File: config.mk
export PLATFORM = sky130hd
export DESIGN_NAME = wb_sram16_flat
export DESIGN_NICKNAME = d
export VERILOG_FILES = /design/src/rtl/wb_sram16_if.sv /design/src/rtl/wb_sram16.sv /design/src/flat_wrapper.sv
export SDC_FILE = /design/constraint.sdc
export NUM_CORES = 1
export LEC_CHECK = 0
export ABC_AREA = 1
export ABC_CLOCK_PERIOD_IN_PS = 3200
export CORE_MARGIN = 3
export CORE_UTILIZATION = 49
export CTS_CLUSTER_SIZE = 16
export DETAILED_ROUTE_END_ITERATION = 6
export HOLD_SLACK_MARGIN = 0.1
export PLACE_DENSITY = 0.81
export RECOVER_POWER = 25
export SLEW_MARGIN = 40
export SYNTH_ARGS = -nofsm -noshare
export SYNTH_HDL_FRONTEND = slang
export SYNTH_SLANG_ARGS = --single-unit
File: constraint.sdc
create_clock -name clk -period 3.2 [get_ports clk]
set_input_delay 0.32 -clock clk [delete_from_list [all_inputs] [get_ports clk]]
set_output_delay 0.32 -clock clk [all_outputs]
set_load 0.05 [all_outputs]
File: src/rtl/wb_sram16_if.sv
// Wishbone classic slave bus between a master and the wb_sram16 bridge.
// Signals:
//   wb_adr_i  byte address            wb_dat_i  write data
//   wb_we_i   write enable            wb_sel_i  byte lane selects
//   wb_stb_i  strobe                  wb_cyc_i  cycle
//   wb_dat_o  read data               wb_ack_o  acknowledge
// The _i/_o suffixes are from the slave's point of view.
interface wb_sram16_if;
  logic [31:0] wb_adr_i;
  logic [31:0] wb_dat_i;
  logic [31:0] wb_dat_o;
  logic        wb_we_i;
  logic [3:0]  wb_sel_i;
  logic        wb_stb_i;
  logic        wb_cyc_i;
  logic        wb_ack_o;

  modport master (
    output wb_adr_i, wb_dat_i, wb_we_i, wb_sel_i, wb_stb_i, wb_cyc_i,
    input  wb_dat_o, wb_ack_o
  );

  modport slave (
    input  wb_adr_i, wb_dat_i, wb_we_i, wb_sel_i, wb_stb_i, wb_cyc_i,
    output wb_dat_o, wb_ack_o
  );
endinterface

File: src/rtl/wb_sram16.sv
// 32-bit Wishbone slave to 16-bit asynchronous SRAM bridge.
// Each 32-bit access is split into a LO half (bits 15:0, SRAM word addr even)
// and a HI half (bits 31:16, odd). Every output is a flop.
// Ports:
//   clk, rst        clock, synchronous active-high reset
//   wb              Wishbone slave modport (wb_sram16_if)
//   sram_addr       SRAM word address
//   sram_dq_o/_i    SRAM write / read data, sram_dq_oe drives dq
//   sram_ce_n, sram_oe_n, sram_we_n, sram_lb_n, sram_ub_n  active-low strobes
//
// state   | meaning
// IDLE    | waiting for cyc && stb, request latched on acceptance
// LO      | accessing bits 15:0 (strobe phase, write hold, or ack cycle)
// HI      | accessing bits 31:16 (strobe phase, write hold, or ack cycle)
// RECOVER | one cycle after ack/abort, stb ignored
module wb_sram16 #(
  parameter int ADDR_W = 18,
  parameter int WAIT   = 2
) (
  input  logic              clk,
  input  logic              rst,
  wb_sram16_if.slave        wb,
  output logic [ADDR_W-1:0] sram_addr,
  output logic [15:0]       sram_dq_o,
  input  logic [15:0]       sram_dq_i,
  output logic              sram_dq_oe,
  output logic              sram_ce_n,
  output logic              sram_oe_n,
  output logic              sram_we_n,
  output logic              sram_lb_n,
  output logic              sram_ub_n
);

  typedef enum logic [1:0] {IDLE, LO, HI, RECOVER} state_t;
  // Sub-phase inside LO/HI: strobing, write hold, or the ack cycle.
  typedef enum logic [1:0] {PH_STB, PH_HOLD, PH_ACK} phase_t;

  localparam logic [3:0] CNT_LOAD = 4'(WAIT - 1);

  state_t              state_q, state_d;
  phase_t              phase_q, phase_d;
  logic [3:0]          cnt_q, cnt_d;
  logic                abort_q, abort_d;
  logic                we_q, we_d;
  logic [3:0]          sel_q, sel_d;
  logic [ADDR_W:2]     adr_q, adr_d;
  logic [31:0]         dat_q, dat_d;
  logic [15:0]         rd_lo_q, rd_lo_d;
  logic                ack_q, ack_d;
  logic [31:0]         dat_o_q, dat_o_d;
  logic [ADDR_W-1:0]   addr_q, addr_d;
  logic [15:0]         dq_o_q, dq_o_d;
  logic                dq_oe_q, dq_oe_d;
  logic                ce_n_q, ce_n_d;
  logic                oe_n_q, oe_n_d;
  logic                we_n_q, we_n_d;
  logic                lb_n_q, lb_n_d;
  logic                ub_n_q, ub_n_d;
  logic                half_done;
  logic                act;
  logic                hi;

  logic unused_adr_bits;
  assign unused_adr_bits = ^{wb.wb_adr_i[31:ADDR_W+1], wb.wb_adr_i[1:0]};

  always_comb begin
    state_d   = state_q;
    phase_d   = phase_q;
    cnt_d     = cnt_q;
    abort_d   = abort_q;
    we_d      = we_q;
    sel_d     = sel_q;
    adr_d     = adr_q;
    dat_d     = dat_q;
    rd_lo_d   = rd_lo_q;
    ack_d     = 1'b0;
    dat_o_d   = dat_o_q;
    addr_d    = addr_q;
    dq_o_d    = dq_o_q;
    half_done = 1'b0;

    case (state_q)
      IDLE: begin
        abort_d = 1'b0;
        if (wb.wb_cyc_i && wb.wb_stb_i) begin
          we_d    = wb.wb_we_i;
          sel_d   = wb.wb_sel_i;
          adr_d   = wb.wb_adr_i[ADDR_W:2];
          dat_d   = wb.wb_dat_i;
          phase_d = PH_STB;
          cnt_d   = CNT_LOAD;
          if (!wb.wb_we_i || (|wb.wb_sel_i[1:0])) begin
            state_d = LO;
          end else if (|wb.wb_sel_i[3:2]) begin
            state_d = HI;
          end else begin
            // Write with no lanes: ack next cycle, no SRAM access.
            state_d = HI;
            phase_d = PH_ACK;
            ack_d   = 1'b1;
          end
        end
      end
      LO, HI: begin
        // Sticky: a cyc drop anywhere in the half cancels the rest.
        if (!wb.wb_cyc_i) abort_d = 1'b1;
        case (phase_q)
          PH_STB: begin
            if (cnt_q != 4'd0)  cnt_d = cnt_q - 4'd1;
            else if (we_q)      phase_d = PH_HOLD;
            else                half_done = 1'b1;
          end
          PH_HOLD: half_done = 1'b1;
          PH_ACK:  state_d = RECOVER;
          default: state_d = RECOVER;
        endcase
        if (half_done) begin
          if (!we_q && state_q == LO) rd_lo_d = sram_dq_i;
          if (abort_q || !wb.wb_cyc_i) begin
            state_d = RECOVER;
          end else if (state_q == LO && (!we_q || (|sel_q[3:2]))) begin
            state_d = HI;
            phase_d = PH_STB;
            cnt_d   = CNT_LOAD;
          end else begin
            phase_d = PH_ACK;
            ack_d   = 1'b1;
            if (!we_q) dat_o_d = {sram_dq_i, rd_lo_q};
          end
        end
      end
      RECOVER: state_d = IDLE;
      default: state_d = IDLE;
    endcase

    // SRAM pins are registered from the next state so they line up with it.
    act    = (state_d == LO || state_d == HI) && (phase_d != PH_ACK);
    hi     = (state_d == HI);
    ce_n_d = ~act;
    oe_n_d = ~(act && !we_d);
    we_n_d = ~(act && we_d && phase_d == PH_STB);
    dq_oe_d = act && we_d;
    lb_n_d = 1'b1;
    ub_n_d = 1'b1;
    if (act) begin
      addr_d = {adr_d, hi};
      if (we_d) begin
        lb_n_d = hi ? ~sel_d[2] : ~sel_d[0];
        ub_n_d = hi ? ~sel_d[3] : ~sel_d[1];
        dq_o_d = hi ? dat_d[31:16] : dat_d[15:0];
      end else begin
        lb_n_d = 1'b0;
        ub_n_d = 1'b0;
      end
    end
  end

  always_ff @(posedge clk) begin
    if (rst) begin
      state_q <= IDLE;
      phase_q <= PH_STB;
      cnt_q   <= 4'd0;
      abort_q <= 1'b0;
      we_q    <= 1'b0;
      sel_q   <= 4'd0;
      adr_q   <= '0;
      dat_q   <= 32'd0;
      rd_lo_q <= 16'd0;
      ack_q   <= 1'b0;
      dat_o_q <= 32'd0;
      addr_q  <= '0;
      dq_o_q  <= 16'd0;
      dq_oe_q <= 1'b0;
      ce_n_q  <= 1'b1;
      oe_n_q  <= 1'b1;
      we_n_q  <= 1'b1;
      lb_n_q  <= 1'b1;
      ub_n_q  <= 1'b1;
    end else begin
      state_q <= state_d;
      phase_q <= phase_d;
      cnt_q   <= cnt_d;
      abort_q <= abort_d;
      we_q    <= we_d;
      sel_q   <= sel_d;
      adr_q   <= adr_d;
      dat_q   <= dat_d;
      rd_lo_q <= rd_lo_d;
      ack_q   <= ack_d;
      dat_o_q <= dat_o_d;
      addr_q  <= addr_d;
      dq_o_q  <= dq_o_d;
      dq_oe_q <= dq_oe_d;
      ce_n_q  <= ce_n_d;
      oe_n_q  <= oe_n_d;
      we_n_q  <= we_n_d;
      lb_n_q  <= lb_n_d;
      ub_n_q  <= ub_n_d;
    end
  end

  assign wb.wb_ack_o = ack_q;
  assign wb.wb_dat_o = dat_o_q;
  assign sram_addr   = addr_q;
  assign sram_dq_o   = dq_o_q;
  assign sram_dq_oe  = dq_oe_q;
  assign sram_ce_n   = ce_n_q;
  assign sram_oe_n   = oe_n_q;
  assign sram_we_n   = we_n_q;
  assign sram_lb_n   = lb_n_q;
  assign sram_ub_n   = ub_n_q;

endmodule
File: src/flat_wrapper.sv
// flat-port wrapper written by rule: the top's interface ports become plain ports
module wb_sram16_flat 
#(
  parameter int ADDR_W = 18,
  parameter int WAIT   = 2
)
  (clk, rst, sram_addr, sram_dq_o, sram_dq_i, sram_dq_oe, sram_ce_n, sram_oe_n, sram_we_n, sram_lb_n, sram_ub_n, wb_wb_adr_i, wb_wb_dat_i, wb_wb_we_i, wb_wb_sel_i, wb_wb_stb_i, wb_wb_cyc_i, wb_wb_dat_o, wb_wb_ack_o);
  wb_sram16_if wb_i ();
  input  logic clk;
  input  logic rst;
  output logic [ADDR_W-1:0] sram_addr;
  output logic [15:0] sram_dq_o;
  input  logic [15:0] sram_dq_i;
  output logic sram_dq_oe;
  output logic sram_ce_n;
  output logic sram_oe_n;
  output logic sram_we_n;
  output logic sram_lb_n;
  output logic sram_ub_n;
  input wire logic [$bits(wb_i.wb_adr_i)-1:0] wb_wb_adr_i;
  input wire logic [$bits(wb_i.wb_dat_i)-1:0] wb_wb_dat_i;
  input wire logic [$bits(wb_i.wb_we_i)-1:0] wb_wb_we_i;
  input wire logic [$bits(wb_i.wb_sel_i)-1:0] wb_wb_sel_i;
  input wire logic [$bits(wb_i.wb_stb_i)-1:0] wb_wb_stb_i;
  input wire logic [$bits(wb_i.wb_cyc_i)-1:0] wb_wb_cyc_i;
  output wire logic [$bits(wb_i.wb_dat_o)-1:0] wb_wb_dat_o;
  output wire logic [$bits(wb_i.wb_ack_o)-1:0] wb_wb_ack_o;
  assign wb_i.wb_adr_i = wb_wb_adr_i;
  assign wb_i.wb_dat_i = wb_wb_dat_i;
  assign wb_i.wb_we_i = wb_wb_we_i;
  assign wb_i.wb_sel_i = wb_wb_sel_i;
  assign wb_i.wb_stb_i = wb_wb_stb_i;
  assign wb_i.wb_cyc_i = wb_wb_cyc_i;
  assign wb_wb_dat_o = wb_i.wb_dat_o;
  assign wb_wb_ack_o = wb_i.wb_ack_o;
  wb_sram16 #(.ADDR_W(ADDR_W), .WAIT(WAIT)) u_core (.clk(clk), .rst(rst), .wb(wb_i), .sram_addr(sram_addr), .sram_dq_o(sram_dq_o), .sram_dq_i(sram_dq_i), .sram_dq_oe(sram_dq_oe), .sram_ce_n(sram_ce_n), .sram_oe_n(sram_oe_n), .sram_we_n(sram_we_n), .sram_lb_n(sram_lb_n), .sram_ub_n(sram_ub_n));
endmodule
==> run metrics <==
CTS H-Tree Depth 4; CP arrival 3030 ps; Syn Std Cell Area 0.006130 mm^2; most frequent CP cell nand2_1; number of fill cells 1045; max cap viols 0; CTS Buf Count 17; power share of the clock group 0.379; Pint 3.567 mW; cell taking the most area after synthesis dfxtp_1; Die ar. 0.01389 mm^2; grt ovf 0; Bufs on Longest Clock Path 2; Sw Pwr 1.472 mW; DR vias 5329; Highest Clock Rate 0.3758 GHz; final critical-path share of the clock period 0.8317; fin util 0.6768; layout cells sized above 1 0.08497; Final HPWL DP 9.451 mm; EDFF count, synth 0; Largest stage delay, worst path 310 ps; CTS sink count 152; vias in the first global route 5215; Slew Limit Fails 0; Final Wtd Congestion 0.8741; async set-reset flop share out of synthesis 0; share of total power in combinational logic 0.207; Starting Density 0.5061; CP Buf/Inv Count 3; Root Buffer clkbuf_16; Slowest-stage cell, CP dfxtp_1; die height 117.8 um; Slew @ Worst Pin 736.4 ps; Avg Inst Size Synth 7.879 um^2; post-synthesis sequential area ratio 0.4964; most frequent cells in the layout dfxtp_1 (152), nand2_1 (108), inv_1 (105); Main synth FF type dfxtp_1; yosys warns 0; Setup TNS Final 0 ps; switching share of power 0.2921; worst rel slew slack 0.5084; top post-synthesis cells by area dfxtp_1 (50%), nand2_1 (6.6%), inv_1 (6.4%); Peak supply drop 0.0002955 V; Skew-Pair Late Insertion Delay 420 ps; DR WL/cell 13.52 um; antenna violations before repair 1; number of gates resized after CTS 0; drt pass-1 iters 5; setup violators final 0; IO Pins 162; detailed-route DRC error count 0; Seq pwr share 0.413; final wirelength 14.68 mm; CTS tree built; crit path kind flop to flop; Power Density 614.8 mW/mm^2; Fin. Hold Viols 0; setup repair bufs after CTS 0; maximum number of pins on one net before global-route repair 66; Lkg Pwr 3.780 nW; Final min period 2661 ps; Cells after Synth 778; vias per cell 4.907; cts hold-fix bufs 0; CP Capture Type flop; post-synth top area share 0.4964; Worst Clk Skew 7.256 ps; Critical Path Source Type flop; Final nets 1004; #FFs+latches synth 152; commonest non-fill, non-tap cell in the layout dfxtp_1; GRT Overall Usage 0.2176; Routed Antenna Nets 0; die width 117.8 um; Layout area overhead 33.72%; # diodes 0; Synth cell types 30; HP Class flop to flop; syn_nets 873; FP Rows 40; Crit Path Max Fanout 19; cell chain of the critical path inv_1, ha_1, nand3_1, nand2_1, nand3_1, or2_2, a31oi_1, ha_1, inv_1, nand2_4, nor2_4, buf_4, nand2_1, nand2_1; Clk pin slew, worst setup/hold paths 60 ps; status finished, final reports clean; delay-heaviest family, CP simple AND/OR/NAND/NOR gates; CP Data Required Time 3570 ps; Port Buffer Count 146; global-route wire length before repair 24.92 mm; RSZ-0062 raised after global routing no; 1st-iter DRT viols 379; CORE AREA 0.01211 mm^2
## final timing paths
kind	depth (start not counted)	startpoint	slack, ps	to
setup / recovery	14	u_core.cnt_q[0]$_SDFFE_PP0P_	540	u_core.sram_addr[16]$_SDFFE_PP0N_
hold / removal	2	u_core.rd_lo_q[0]$_SDFFE_PP0P_	450	u_core.rd_lo_q[0]$_SDFFE_PP0P_
setup reg to reg	14	u_core.cnt_q[0]$_SDFFE_PP0P_	540	u_core.sram_addr[16]$_SDFFE_PP0N_
hold reg to reg	2	u_core.rd_lo_q[0]$_SDFFE_PP0P_	450	u_core.rd_lo_q[0]$_SDFFE_PP0P_
## sequential cells by signal, indices dropped and copies added (netlist names)
name / flops
u_core.dat_q: 32
u_core.wb.wb_dat_o: 32
u_core.sram_addr: 18
u_core.adr_q: 17
u_core.rd_lo_q: 16
u_core.sram_dq_o: 16
u_core.cnt_q: 4
u_core.sel_q: 4
u_core.phase_q: 2
u_core.state_q: 2
u_core.abort_q: 1
u_core.sram_ce_n: 1
u_core.sram_dq_oe: 1
u_core.sram_lb_n: 1
u_core.sram_oe_n: 1
u_core.sram_ub_n: 1
u_core.sram_we_n: 1
u_core.wb.wb_ack_o: 1
u_core.we_q: 1
## stage by stage
stage	setup slack, ps	area (um^2)	total power [mW]	cells	hold slack [ps]
after global routing	266.8	8197	5.259	1086	466.6
after floorplan	866.6	6130	2.840	778	429.7
final	538.7	8197	5.039	1086	453.2
after detailed placement	315.4	7645	3.179	1058	446.5
after CTS	542.1	8200	5.086	1086	450.7
after global placement	357.0	7645	3.162	1058	440.9
## kinds of logic after synthesis
family | count (synthesis) | synth area share
simple gates | 280 | 0.2031
compound gates | 155 | 0.1317
buf+inv | 153 | 0.1045
flops | 152 | 0.4964
mux | 31 | 0.05062
fa+ha+maj | 6 | 0.01225
xor+xnor | 1 | 0.001429
## Yosys cell counts (all sizes together) (4+ instances only)
| master | n |
|---|---|
| dfxtp | 152 |
| nand2 | 109 |
| a21oi | 58 |
| or2 | 28 |
| clkbuf | 19 |
| nor2 | 96 |
| ha | 6 |
| nand4 | 12 |
| nor3 | 4 |
| nand3 | 27 |
| inv | 109 |
| o21a | 10 |
| o21ai | 85 |
| buf | 25 |
| mux2i | 31 |
## power by group through the flow
stage / clock network [mW] / registers (mW) / logic [mW]
floorplan: 0 / 2.37 / 0.467
global placement: 0 / 2.12 / 1.04
detailed placement: 0 / 2.13 / 1.05
CTS: 1.94 / 2.09 / 1.06
global route: 2.02 / 2.10 / 1.14
finish: 1.91 / 2.08 / 1.04
## cell type report
cell class / instances / area (um^2) / share of cell area
Clock buffer: 19 / 452.9 / 0.05526
Clock inverter: 9 / 102.6 / 0.01252
Inverter: 109 / 409.1 / 0.04992
Multi-Input combinational cell: 473 / 2447 / 0.2986
Sequential cell: 152 / 3043 / 0.3712
Tap cell: 168 / 210.2 / 0.02564
Timing Repair Buffer: 156 / 1531 / 0.1868
## per-layer routing
| metal | up-vias | track usage | routed length [um] | share of wire |
|---|---|---|---|---|
| met5 | - | 0 | 9 | 0.00061 |
| met4 | 2 | 0.06740 | 256 | 0.017 |
| met3 | 31 | 0.07256 | 1242 | 0.085 |
| met2 | 170 | 0.3550 | 6851 | 0.47 |
| met1 | 2399 | 0.2735 | 6325 | 0.43 |
| li1 | 2727 | - | - | - |
## worst min-delay path: stages (launching register included)
cell,delay (ps)
dfxtp_1,290
inv_1,60
a21oi_1,50
Note: power is estimated with default switching activity, not from simulation.
